[config.mk]
export PLATFORM = sky130hd
export DESIGN_NAME = ghostbus_host_flat
export DESIGN_NICKNAME = d
export VERILOG_FILES = /design/src/rtl/ghostbus_host_if.sv /design/src/rtl/ghostbus_host.sv /design/src/flat_wrapper.sv
export SDC_FILE = /design/constraint.sdc
export NUM_CORES = 1
export LEC_CHECK = 0
export BUFFER_PORTS_ARGS = -buffer_cell sky130_fd_sc_hd__buf_2
export CAP_MARGIN = 20
export CELL_PAD_IN_SITES_DETAIL_PLACEMENT = 0
export CELL_PAD_IN_SITES_GLOBAL_PLACEMENT = 1
export CORE_ASPECT_RATIO = 1.5
export CORE_UTILIZATION = 32
export DETAILED_ROUTE_END_ITERATION = 16
export GPL_TIMING_DRIVEN = 0
export PLACE_DENSITY_LB_ADDON = 0.1
export SLEW_MARGIN = 20
export SYNTH_ARGS = -nofsm -noshare
export SYNTH_HDL_FRONTEND = slang
export SYNTH_SLANG_ARGS = --single-unit
[constraint.sdc]
create_clock -name gb_clk -period 2.75 [get_ports gb_clk]
set_input_delay 0.55 -clock gb_clk [delete_from_list [all_inputs] [get_ports gb_clk]]
set_output_delay 0.55 -clock gb_clk [all_outputs]
set_load 0.03 [all_outputs]
[src/rtl/ghostbus_host_if.sv]
// Bundle of the command stream, response stream and ghostbus signals seen by ghostbus_host.
// The master modport is the host's view; the slave modport is the command source plus bus responders.
interface ghostbus_host_if #(
  parameter int AW = 24,
  parameter int DW = 32
);
  logic          cmd_valid;
  logic          cmd_ready;
  logic          cmd_we;
  logic [AW-1:0] cmd_addr;
  logic [DW-1:0] cmd_wdata;
  logic          rsp_valid;
  logic          rsp_ready;
  logic          rsp_we;
  logic [DW-1:0] rsp_rdata;
  logic [AW-1:0] gb_addr;
  logic [DW-1:0] gb_wdata;
  logic          gb_wen;
  logic          gb_rstb;
  logic [DW-1:0] gb_rdata;
  logic          busy;

  modport master (
    input  cmd_valid, cmd_we, cmd_addr, cmd_wdata, rsp_ready, gb_rdata,
    output cmd_ready, rsp_valid, rsp_we, rsp_rdata, gb_addr, gb_wdata, gb_wen, gb_rstb, busy
  );

  modport slave (
    output cmd_valid, cmd_we, cmd_addr, cmd_wdata, rsp_ready, gb_rdata,
    input  cmd_ready, rsp_valid, rsp_we, rsp_rdata, gb_addr, gb_wdata, gb_wen, gb_rstb, busy
  );
endinterface

[src/rtl/ghostbus_host.sv]
// Single-outstanding ghostbus initiator: one command in, one bus strobe, one response out.
// Read data is sampled RD cycles after the read strobe; every output is a register.
module ghostbus_host #(
  parameter int AW = 24,
  parameter int DW = 32,
  parameter int RD = 1
) (
  input logic             gb_clk,
  input logic             gb_rst_n,
  ghostbus_host_if.master bus
);
  typedef enum logic [1:0] {
    IDLE   = 2'd0,
    STROBE = 2'd1,
    WAIT   = 2'd2,
    RESP   = 2'd3
  } state_t;

  localparam int         RD_M1    = (RD > 0) ? RD - 1 : 0;
  localparam logic [7:0] CNT_LOAD = RD_M1[7:0];

  state_t     state_r;
  logic [7:0] cnt_r;
  logic       we_r;

  // Transaction FSM; outputs are updated together with the state they belong to.
  always_ff @(posedge gb_clk) begin
    if (!gb_rst_n) begin
      state_r       <= IDLE;
      cnt_r         <= 8'd0;
      we_r          <= 1'b0;
      bus.cmd_ready <= 1'b1;
      bus.busy      <= 1'b0;
      bus.rsp_valid <= 1'b0;
      bus.rsp_we    <= 1'b0;
      bus.rsp_rdata <= {DW{1'b0}};
      bus.gb_addr   <= {AW{1'b0}};
      bus.gb_wdata  <= {DW{1'b0}};
      bus.gb_wen    <= 1'b0;
      bus.gb_rstb   <= 1'b0;
    end else begin
      case (state_r)
        IDLE: begin
          if (bus.cmd_valid) begin
            bus.gb_addr   <= bus.cmd_addr;
            // Reads leave the last write data on the bus.
            if (bus.cmd_we) begin
              bus.gb_wdata <= bus.cmd_wdata;
            end
            we_r          <= bus.cmd_we;
            bus.gb_wen    <= bus.cmd_we;
            bus.gb_rstb   <= ~bus.cmd_we;
            bus.cmd_ready <= 1'b0;
            bus.busy      <= 1'b1;
            state_r       <= STROBE;
          end
        end
        STROBE: begin
          bus.gb_wen  <= 1'b0;
          bus.gb_rstb <= 1'b0;
          if (we_r) begin
            bus.rsp_valid <= 1'b1;
            bus.rsp_we    <= 1'b1;
            bus.rsp_rdata <= {DW{1'b0}};
            state_r       <= RESP;
          end else if (RD == 0) begin
            // Zero-latency responders answer within the strobe cycle itself.
            bus.rsp_valid <= 1'b1;
            bus.rsp_we    <= 1'b0;
            bus.rsp_rdata <= bus.gb_rdata;
            state_r       <= RESP;
          end else begin
            cnt_r   <= CNT_LOAD;
            state_r <= WAIT;
          end
        end
        WAIT: begin
          if (cnt_r == 8'd0) begin
            bus.rsp_valid <= 1'b1;
            bus.rsp_we    <= 1'b0;
            bus.rsp_rdata <= bus.gb_rdata;
            state_r       <= RESP;
          end else begin
            cnt_r <= cnt_r - 8'd1;
          end
        end
        RESP: begin
          if (bus.rsp_ready) begin
            bus.rsp_valid <= 1'b0;
            bus.cmd_ready <= 1'b1;
            bus.busy      <= 1'b0;
            state_r       <= IDLE;
          end
        end
        default: begin
          bus.rsp_valid <= 1'b0;
          bus.gb_wen    <= 1'b0;
          bus.gb_rstb   <= 1'b0;
          bus.cmd_ready <= 1'b1;
          bus.busy      <= 1'b0;
          state_r       <= IDLE;
        end
      endcase
    end
  end
endmodule

[src/flat_wrapper.sv]
// flat-port wrapper written by rule: the top's interface ports become plain ports
module ghostbus_host_flat 
#(
  parameter int AW = 24,
  parameter int DW = 32,
  parameter int RD = 1
)
  (gb_clk, gb_rst_n, bus_cmd_valid, bus_cmd_we, bus_cmd_addr, bus_cmd_wdata, bus_rsp_ready, bus_gb_rdata, bus_cmd_ready, bus_rsp_valid, bus_rsp_we, bus_rsp_rdata, bus_gb_addr, bus_gb_wdata, bus_gb_wen, bus_gb_rstb, bus_busy);
  ghostbus_host_if #(.AW(AW), .DW(DW)) bus_i ();
  input logic gb_clk;
  input logic gb_rst_n;
  input wire logic [$bits(bus_i.cmd_valid)-1:0] bus_cmd_valid;
  input wire logic [$bits(bus_i.cmd_we)-1:0] bus_cmd_we;
  input wire logic [$bits(bus_i.cmd_addr)-1:0] bus_cmd_addr;
  input wire logic [$bits(bus_i.cmd_wdata)-1:0] bus_cmd_wdata;
  input wire logic [$bits(bus_i.rsp_ready)-1:0] bus_rsp_ready;
  input wire logic [$bits(bus_i.gb_rdata)-1:0] bus_gb_rdata;
  output wire logic [$bits(bus_i.cmd_ready)-1:0] bus_cmd_ready;
  output wire logic [$bits(bus_i.rsp_valid)-1:0] bus_rsp_valid;
  output wire logic [$bits(bus_i.rsp_we)-1:0] bus_rsp_we;
  output wire logic [$bits(bus_i.rsp_rdata)-1:0] bus_rsp_rdata;
  output wire logic [$bits(bus_i.gb_addr)-1:0] bus_gb_addr;
  output wire logic [$bits(bus_i.gb_wdata)-1:0] bus_gb_wdata;
  output wire logic [$bits(bus_i.gb_wen)-1:0] bus_gb_wen;
  output wire logic [$bits(bus_i.gb_rstb)-1:0] bus_gb_rstb;
  output wire logic [$bits(bus_i.busy)-1:0] bus_busy;
  assign bus_i.cmd_valid = bus_cmd_valid;
  assign bus_i.cmd_we = bus_cmd_we;
  assign bus_i.cmd_addr = bus_cmd_addr;
  assign bus_i.cmd_wdata = bus_cmd_wdata;
  assign bus_i.rsp_ready = bus_rsp_ready;
  assign bus_i.gb_rdata = bus_gb_rdata;
  assign bus_cmd_ready = bus_i.cmd_ready;
  assign bus_rsp_valid = bus_i.rsp_valid;
  assign bus_rsp_we = bus_i.rsp_we;
  assign bus_rsp_rdata = bus_i.rsp_rdata;
  assign bus_gb_addr = bus_i.gb_addr;
  assign bus_gb_wdata = bus_i.gb_wdata;
  assign bus_gb_wen = bus_i.gb_wen;
  assign bus_gb_rstb = bus_i.gb_rstb;
  assign bus_busy = bus_i.busy;
  ghostbus_host #(.AW(AW), .DW(DW), .RD(RD)) u_core (.gb_clk(gb_clk), .gb_rst_n(gb_rst_n), .bus(bus_i));
endmodule
==> impl_metrics.json, run 1 <==
{
  "status": "complete, no violations",
  "path_cells": "inv_1, ha_1, clkbuf_1, o41a_1, a2111oi_4, buf_2, buf_2, nand4_1, o21ai_0",
  "final_hold_viol_count": 0,
  "gp_congestion": 0.796,
  "finalMaxSlewViolations": 0,
  "cp.depth": 9,
  "synth_top_area_share_pct": 52.4,
  "clk_latency_ps": 340,
  "p_seq_share_pct": 35.5,
  "whs_ps": 437,
  "synth_top_cell_by_area": "dfxtp_1",
  "wl_per_cell_um": 13.8,
  "vdd_drop_max_mv": 0.371,
  "seq_area_frac_synth_pct": 52.4,
  "setup_violations": 0,
  "synthToLayoutAreaGrowth_pct": 35.4,
  "synth_cell_types": 40,
  "endpoint_kind": "register",
  "core-area_um2": 12100,
  "drive_gt1_share_pct": 30.5,
  "grt.busiest_layer": "met2",
  "ys_warn_count": 0,
  "p_clk_share_pct": 24.4,
  "finalInstanceArea_um2": 5440,
  "die_area_um2": 13000,
  "cts_buffers": 9,
  "arrival_ps": 2740,
  "synth.avg_cell_area_um2": 8.11,
  "r2r_end": "u_core.bus.rsp_rdata[2]",
  "rsz0062_at_grt": "false",
  "totalNegativeSetupSlack_ps": 0,
  "pwr-share-comb_pct": 40.1,
  "cts_resized": 0,
  "grt_pass1_vias": 3811,
  "clock-sinks": 105,
  "syn_nets": 594,
  "grt_use_met1_pct": 20.0,
  "worstSetupStartpointType": "register",
  "antenna_cells": 0,
  "place_inst": 833,
  "io_buffer_count": 185,
  "finalNetCount": 790,
  "timing.slew.headroom_pct": 55.5,
  "htree_levels": 3,
  "critical-path-max-stage-delay_ps": 410,
  "fin_cells": 848,
  "placed_area_um2": 5130,
  "reg2reg_slack_ps": 270,
  "post_cts_buffers": 0,
  "post-route-period-util_pct": 90.0,
  "intPower_mw": 3.18,
  "ys_seq_elements": 105,
  "cp.required_ps": 3010,
  "cp_max_fo": 10,
  "drt-initial-drc-count": 112,
  "finClkSkew_ps": 5.87,
  "path_class": "reg -> reg",
  "r2r_start": "u_core.state_r[0]",
  "period_needed_ps": 2480,
  "use_met3_pct": 3.56,
  "crit_slowest_cell": "a2111oi_4",
  "start_util_pct": 33.2,
  "dp_slack_ps": 238,
  "cts_hold_buf": 0,
  "clk_root_buffer_cell": "clkbuf_16",
  "use_met2_pct": 31.7,
  "die_x_um": 93.4,
  "dr_total_vias": 4063,
  "rows": 49,
  "synth_area_leaders": "dfxtp_1 (52%), nand2_1 (14%), a21oi_1 (8.4%), nand4_1 (5.0%), o21ai_0 (4.2%)",
  "overflow": 0,
  "totalWireLength_um": 11700,
  "grt_usage_pct": 17.8,
  "crit_family": "buffers and inverters",
  "die_h_um": 139,
  "syn-instance-count": 495,
  "clk_pin_slew_ps": 70,
  "via_per_inst": 4.79,
  "drt_pre_antenna_iters": 5,
  "cts_tree": "done",
  "antenna_found_initial": 0,
  "critPathBufInv": 4,
  "ios": 187,
  "hpwl_um": 8940,
  "cts_buffer_depth": 2,
  "worstMarginPinSlew_ps": 661,
  "grt_first_pass_wirelength_um": 18400,
  "hp-class": "in -> reg",
  "startpoint": "u_core.state_r[0]",
  "p_leak_nw": 2.41,
  "grt_max_degree": 17,
  "syn_area_um2": 4010,
  "final_antenna_net_count": 0,
  "power.density_nw_per_um2": 989,
  "critPathCapture": "u_core.bus.rsp_rdata[2]",
  "drc_errors": 0,
  "p_sw_share_pct": 40.8,
  "worst_slack_ps": 274,
  "maxCapViolations": 0,
  "fmax_mhz": 404,
  "net-switching-power_mw": 2.19,
  "timing.critical_path.mode_cell": "buf_2",
  "ff2ff_path_depth": 9
}
[worst register-to-register path: cells and delay by family, from the launching register on]
kind                     cells  cell delay (ps)
flip-flops                   1              400
buffers and inverters        4              930
AND/OR/NAND/NOR              1              110
AO/OA/AOI/OAI                3              770
adder cells (fa/ha/maj)      1              190
[state kept, by name, summed over array words and instances (netlist names)]
name and cells:
u_core.we_r 1, u_core.bus.gb_addr 24, u_core.bus.gb_wdata 32, u_core.bus.busy 1, u_core.bus.cmd_ready 1, u_core.bus.gb_wen 1, u_core.bus.rsp_rdata 32, u_core.state_r 2
u_core.bus.rsp_valid 1, u_core.bus.gb_rstb 1, u_core.bus.rsp_we 1, u_core.cnt_r 8
[how the worst min path moves through the flow]
stage                                   startpoint                  endpoint  slack [ps]  cells after the start
after floorplan                    u_core.cnt_r[7]           u_core.cnt_r[7]         450                      2
after global placement    u_core.bus.rsp_rdata[31]  u_core.bus.rsp_rdata[31]         440                      2
after detailed placement  u_core.bus.rsp_rdata[12]  u_core.bus.rsp_rdata[12]         440                      2
after CTS                        bus_cmd_wdata[15]   u_core.bus.gb_wdata[15]         420                      3
after global routing             bus_cmd_wdata[23]   u_core.bus.gb_wdata[23]         440                      3
final                            bus_cmd_wdata[21]   u_core.bus.gb_wdata[21]         440                      3
[power groups by stage]
| stage | clock, mW | sequential [mW] | combinational, mW |
|---|---|---|---|
| after floorplan | 0 | 2.27 | 1.20 |
| after global placement | 0 | 1.93 | 2.15 |
| after detailed placement | 0 | 1.94 | 2.17 |
| after CTS | 1.36 | 1.91 | 2.18 |
| after global routing | 1.40 | 1.94 | 2.38 |
| final | 1.31 | 1.91 | 2.16 |
[layout by cell type, fill, tap and decap left out, types with 2 or more instances in the layout]
cell,synthesis,routed
nor2_1,11,11
or2_2,2,2
ha_1,6,6
o21ai_0,34,34
or3_1,4,4
clkbuf_16,0,9
inv_1,7,7
or4_1,3,3
nand4_1,32,32
clkbuf_8,0,2
nand2_1,153,153
dfxtp_1,105,105
clkinv_4,0,2
buf_4,2,2
nor3_1,2,2
clkbuf_1,33,33
o21ai_1,6,6
a21oi_1,67,67
o31ai_1,3,3
buf_2,2,187
[cell usage after synthesis]
cell type    n
buf_2        2
o22ai_1      1
and3_1       1
or4_4        1
and2_1       1
o21ai_1      6
nor3_1       2
a2111oi_4    1
nor2b_1      1
o41a_1       1
a21o_1       1
o21a_4       1
a2bb2oi_1    1
o31ai_1      3
a21boi_0     1
o31a_1       1
nor2_1      11
or4_1        3
xor2_1       1
nand4_1     32
ha_1         6
or3_1        4
dfxtp_1    105
inv_1        7
or2_2        2
a211oi_1     1
o32ai_1      1
a21oi_1     67
a22oi_1      1
o311ai_2     1
o21ai_0     34
nand2_1    153
a311oi_1     1
nand2b_1     1
buf_4        2
nand3b_1     1
inv_2        1
o41ai_1      1
or3b_4       1
clkbuf_1    33
[stage by stage]
stage                     power [mW]  util (%)
after CTS                       5.45      45.0
after global placement          4.07      42.5
after global routing            5.72      45.0
after detailed placement        4.11      42.5
final                           5.38      45.0
after floorplan                 3.47         -
[metal layers]
| metal | up-vias | wire, um |
|---|---|---|
| met5 | - | 0 |
| met4 | 0 | 208 |
| met3 | 13 | 749 |
| met2 | 130 | 6000 |
| met1 | 1838 | 4760 |
| li1 | 2082 | - |
[cells by family after synthesis]
family | synth area share (%)
buffers and inverters | 4.46
AO/OA/AOI/OAI | 17.6
flip-flops | 52.4
adder cells (fa/ha/maj) | 1.87
AND/OR/NAND/NOR | 23.4
XOR/XNOR | 0.218
[area by class of cell]
cell class	count	area, um^2
Fill cell	1287	6640
Timing Repair Buffer	185	926
Multi-Input combinational cell	345	1730
Tap cell	153	191
Buffer	37	149
Sequential cell	105	2100
Clock inverter	4	52.6
Clock buffer	11	253
Inverter	8	30.0
Power figures use the tool's default switching activity.
==> inputs of run 2 (changes only) <==
--- a/config.mk
+++ b/config.mk
@@ -5,6 +5,7 @@
 export SDC_FILE = /design/constraint.sdc
 export NUM_CORES = 1
 export LEC_CHECK = 0
+export ABC_AREA = 1
 export BUFFER_PORTS_ARGS = -buffer_cell sky130_fd_sc_hd__buf_2
 export CAP_MARGIN = 20
 export CELL_PAD_IN_SITES_DETAIL_PLACEMENT = 0
@@ -14,6 +15,7 @@
 export DETAILED_ROUTE_END_ITERATION = 16
 export GPL_TIMING_DRIVEN = 0
 export PLACE_DENSITY_LB_ADDON = 0.1
+export SKIP_CTS_REPAIR_TIMING = 1
 export SLEW_MARGIN = 20
 export SYNTH_ARGS = -nofsm -noshare
 export SYNTH_HDL_FRONTEND = slang
==> run 2 against run 1 <==
Effect of this change: die area increased by 6.7%; cell area increased by 5.8%; via count increased by 5.1%.
==> impl_metrics.json, run 2 <==
{
  "fmax_mhz": 501,
  "rsz0062_at_grt": "false",
  "htree_levels": 3,
  "pwr-share-comb_pct": 51.2,
  "grt_max_degree": 17,
  "die_x_um": 96.5,
  "synth_top_area_share_pct": 49.0,
  "fillers": 1470,
  "vdd_drop_max_mv": 0.371,
  "synth_area_leaders": "dfxtp_1 (49%), nor2_1 (15%), nand2_1 (9.3%), o21ai_0 (7.1%), inv_1 (5.5%)",
  "synth_most_common_cell": "nor2_1",
  "die_h_um": 144,
  "synth_edf_count": 0,
  "syn_nets": 706,
  "whs_ps": 428,
  "worstMarginPinSlew_ps": 646,
  "synth_common_cells": "nor2_1 (166), nand2_1 (106), dfxtp_1 (105)",
  "io_buffer_count": 185,
  "place_inst": 951,
  "synth.avg_cell_area_um2": 7.07,
  "grt_pass1_vias": 4045,
  "grt_first_pass_wirelength_um": 18100,
  "antenna_found_initial": 1,
  "power_mw": 7.56,
  "p_leak_nw": 3.04,
  "cp_max_fo": 10,
  "clk_pin_slew_ps": 70,
  "finClkSkew_ps": 5.90,
  "rows": 51,
  "ys_seq_elements": 105,
  "p_clk_share_pct": 19.1,
  "synth_top_cell_by_area": "dfxtp_1",
  "net-switching-power_mw": 3.44,
  "totalNegativeSetupSlack_ps": 0,
  "hpwl_um": 9080,
  "seq_area_frac_synth_pct": 49.0,
  "power.density_nw_per_um2": 1320,
  "core-area_um2": 13000,
  "syn-instance-count": 607,
  "regArea_um2": 2100,
  "syn_area_um2": 4290,
  "clk_root_buffer_cell": "clkbuf_16",
  "final_hold_viol_count": 0,
  "drt_pre_antenna_iters": 4,
  "period_needed_ps": 2000,
  "fin_cells": 967,
  "intPower_mw": 4.12,
  "cts_buffers": 9,
  "mostFrequentLayoutCells": "buf_2 (191), nor2_1 (166), nand2_1 (106)",
  "maxCapViolations": 0,
  "clk_latency_ps": 340,
  "overflow": 0,
  "cts_tree": "done",
  "drive_gt1_share_pct": 26.4,
  "ios": 187,
  "p_sw_share_pct": 45.5,
  "hp-class": "in -> reg",
  "drt-initial-drc-count": 109,
  "start_util_pct": 32.9,
  "path_class": "reg -> reg",
  "totalWireLength_um": 11800,
  "finalNetCount": 902,
  "grt_usage_pct": 16.9,
  "reg.largest.list": "u_core.bus.gb_wdata: 32 flops, u_core.bus.rsp_rdata: 32 flops, u_core.bus.gb_addr: 24 flops",
  "p_seq_share_pct": 29.7,
  "worstSetupStartpointType": "register",
  "gp_congestion": 0.769,
  "finalMaxSlewViolations": 0,
  "timing.slew.headroom_pct": 56.9,
  "die_area_um2": 13900,
  "final_antenna_net_count": 0,
  "clock-sinks": 105,
  "status": "complete, no violations",
  "ys_warn_count": 0,
  "drc_errors": 0,
  "post-route-period-util_pct": 72.6,
  "via_per_inst": 4.42,
  "synth_cell_types": 24,
  "endpoint_kind": "register",
  "setup_violations": 0,
  "multi_input_area_um2": 1790,
  "synthArstFlopShare_pct": 0,
  "ys.flop_type": "dfxtp_1",
  "synthToLayoutAreaGrowth_pct": 34.0,
  "cts_buffer_depth": 2,
  "wl_per_cell_um": 12.2,
  "layout_commonest_cell": "buf_2",
  "arrival_ps": 2230,
  "dr_total_vias": 4270,
  "cp.required_ps": 2980
}
==> run 2: power groups by stage <==
| stage | combinational [mW] | clock (mW) | sequential, mW |
|---|---|---|---|
| floorplan | 2.07 | 0 | 3.11 |
| global placement | 3.88 | 0 | 2.27 |
| detailed placement | 3.92 | 0 | 2.28 |
| CTS | 3.93 | 1.50 | 2.25 |
| global route | 4.36 | 1.54 | 2.32 |
| finish | 3.87 | 1.44 | 2.25 |
==> run 2: final cells by class <==
type                    instances  share of cell area, %
clock buffers                  10                   3.98
clock inverters                 5                   1.81
well taps                     159                   3.46
multi-input cells             404                   31.1
diodes                          1                 0.0435
flip-flops and latches        105                   36.6
repair buffers                185                   16.1
plain buffers                  34                   2.74
inverters                      64                   4.18
==> run 2: logic make-up (layout without fill, tap and decap cells) <==
family | Yosys count | in the layout | share of synthesized area (%)
simple gates | 294 | 294 | 27.1
flops | 105 | 105 | 49.0
compound gates | 101 | 101 | 12.3
buf+inv | 98 | 298 | 9.28
fa+ha+maj | 6 | 6 | 1.75
xor+xnor | 3 | 3 | 0.613
other cells | 0 | 1 | 0
==> run 2: worst paths after layout <==
kind	start	to	slack (ps)	cells past startpoint
setup reg to reg	u_core.state_r[0]	u_core.bus.gb_wdata[26]	750	8
setup / recovery	u_core.state_r[0]	u_core.bus.gb_wdata[26]	750	8
hold / removal	bus_cmd_wdata[30]	u_core.bus.gb_wdata[30]	430	3
hold reg to reg	u_core.bus.rsp_rdata[10]	u_core.bus.rsp_rdata[10]	460	2
==> run 2: stage by stage <==
step	cell area [um^2]	util [%]	setup WS, ps
2_1_floorplan	4290	-	1180
3_3_place_gp	5410	41.6	718
5_1_grt	5750	44.2	526
6_report	5750	44.2	753
3_5_place_dp	5410	41.6	672
4_1_cts	5750	44.1	714
==> run 2: critical path, cell delays in order, from the launching register on <==
cell      delay, ps
dfxtp_1         340
inv_1           130
ha_1            180
nand2_1         200
nor2_1          390
inv_1           170
clkbuf_1        260
nor2_1          160
nor2_1           60
==> run 2: per-layer routing <==
| layer | global-route usage (%) | up-vias | part of all wire (%) |
|---|---|---|---|
| li1 | - | 2270 | - |
| met1 | 17.4 | 1866 | 40 |
| met2 | 30.9 | 123 | 51 |
| met3 | 4.76 | 11 | 7.3 |
| met4 | 7.12 | 0 | 1.3 |
| met5 | 0 | - | 0 |
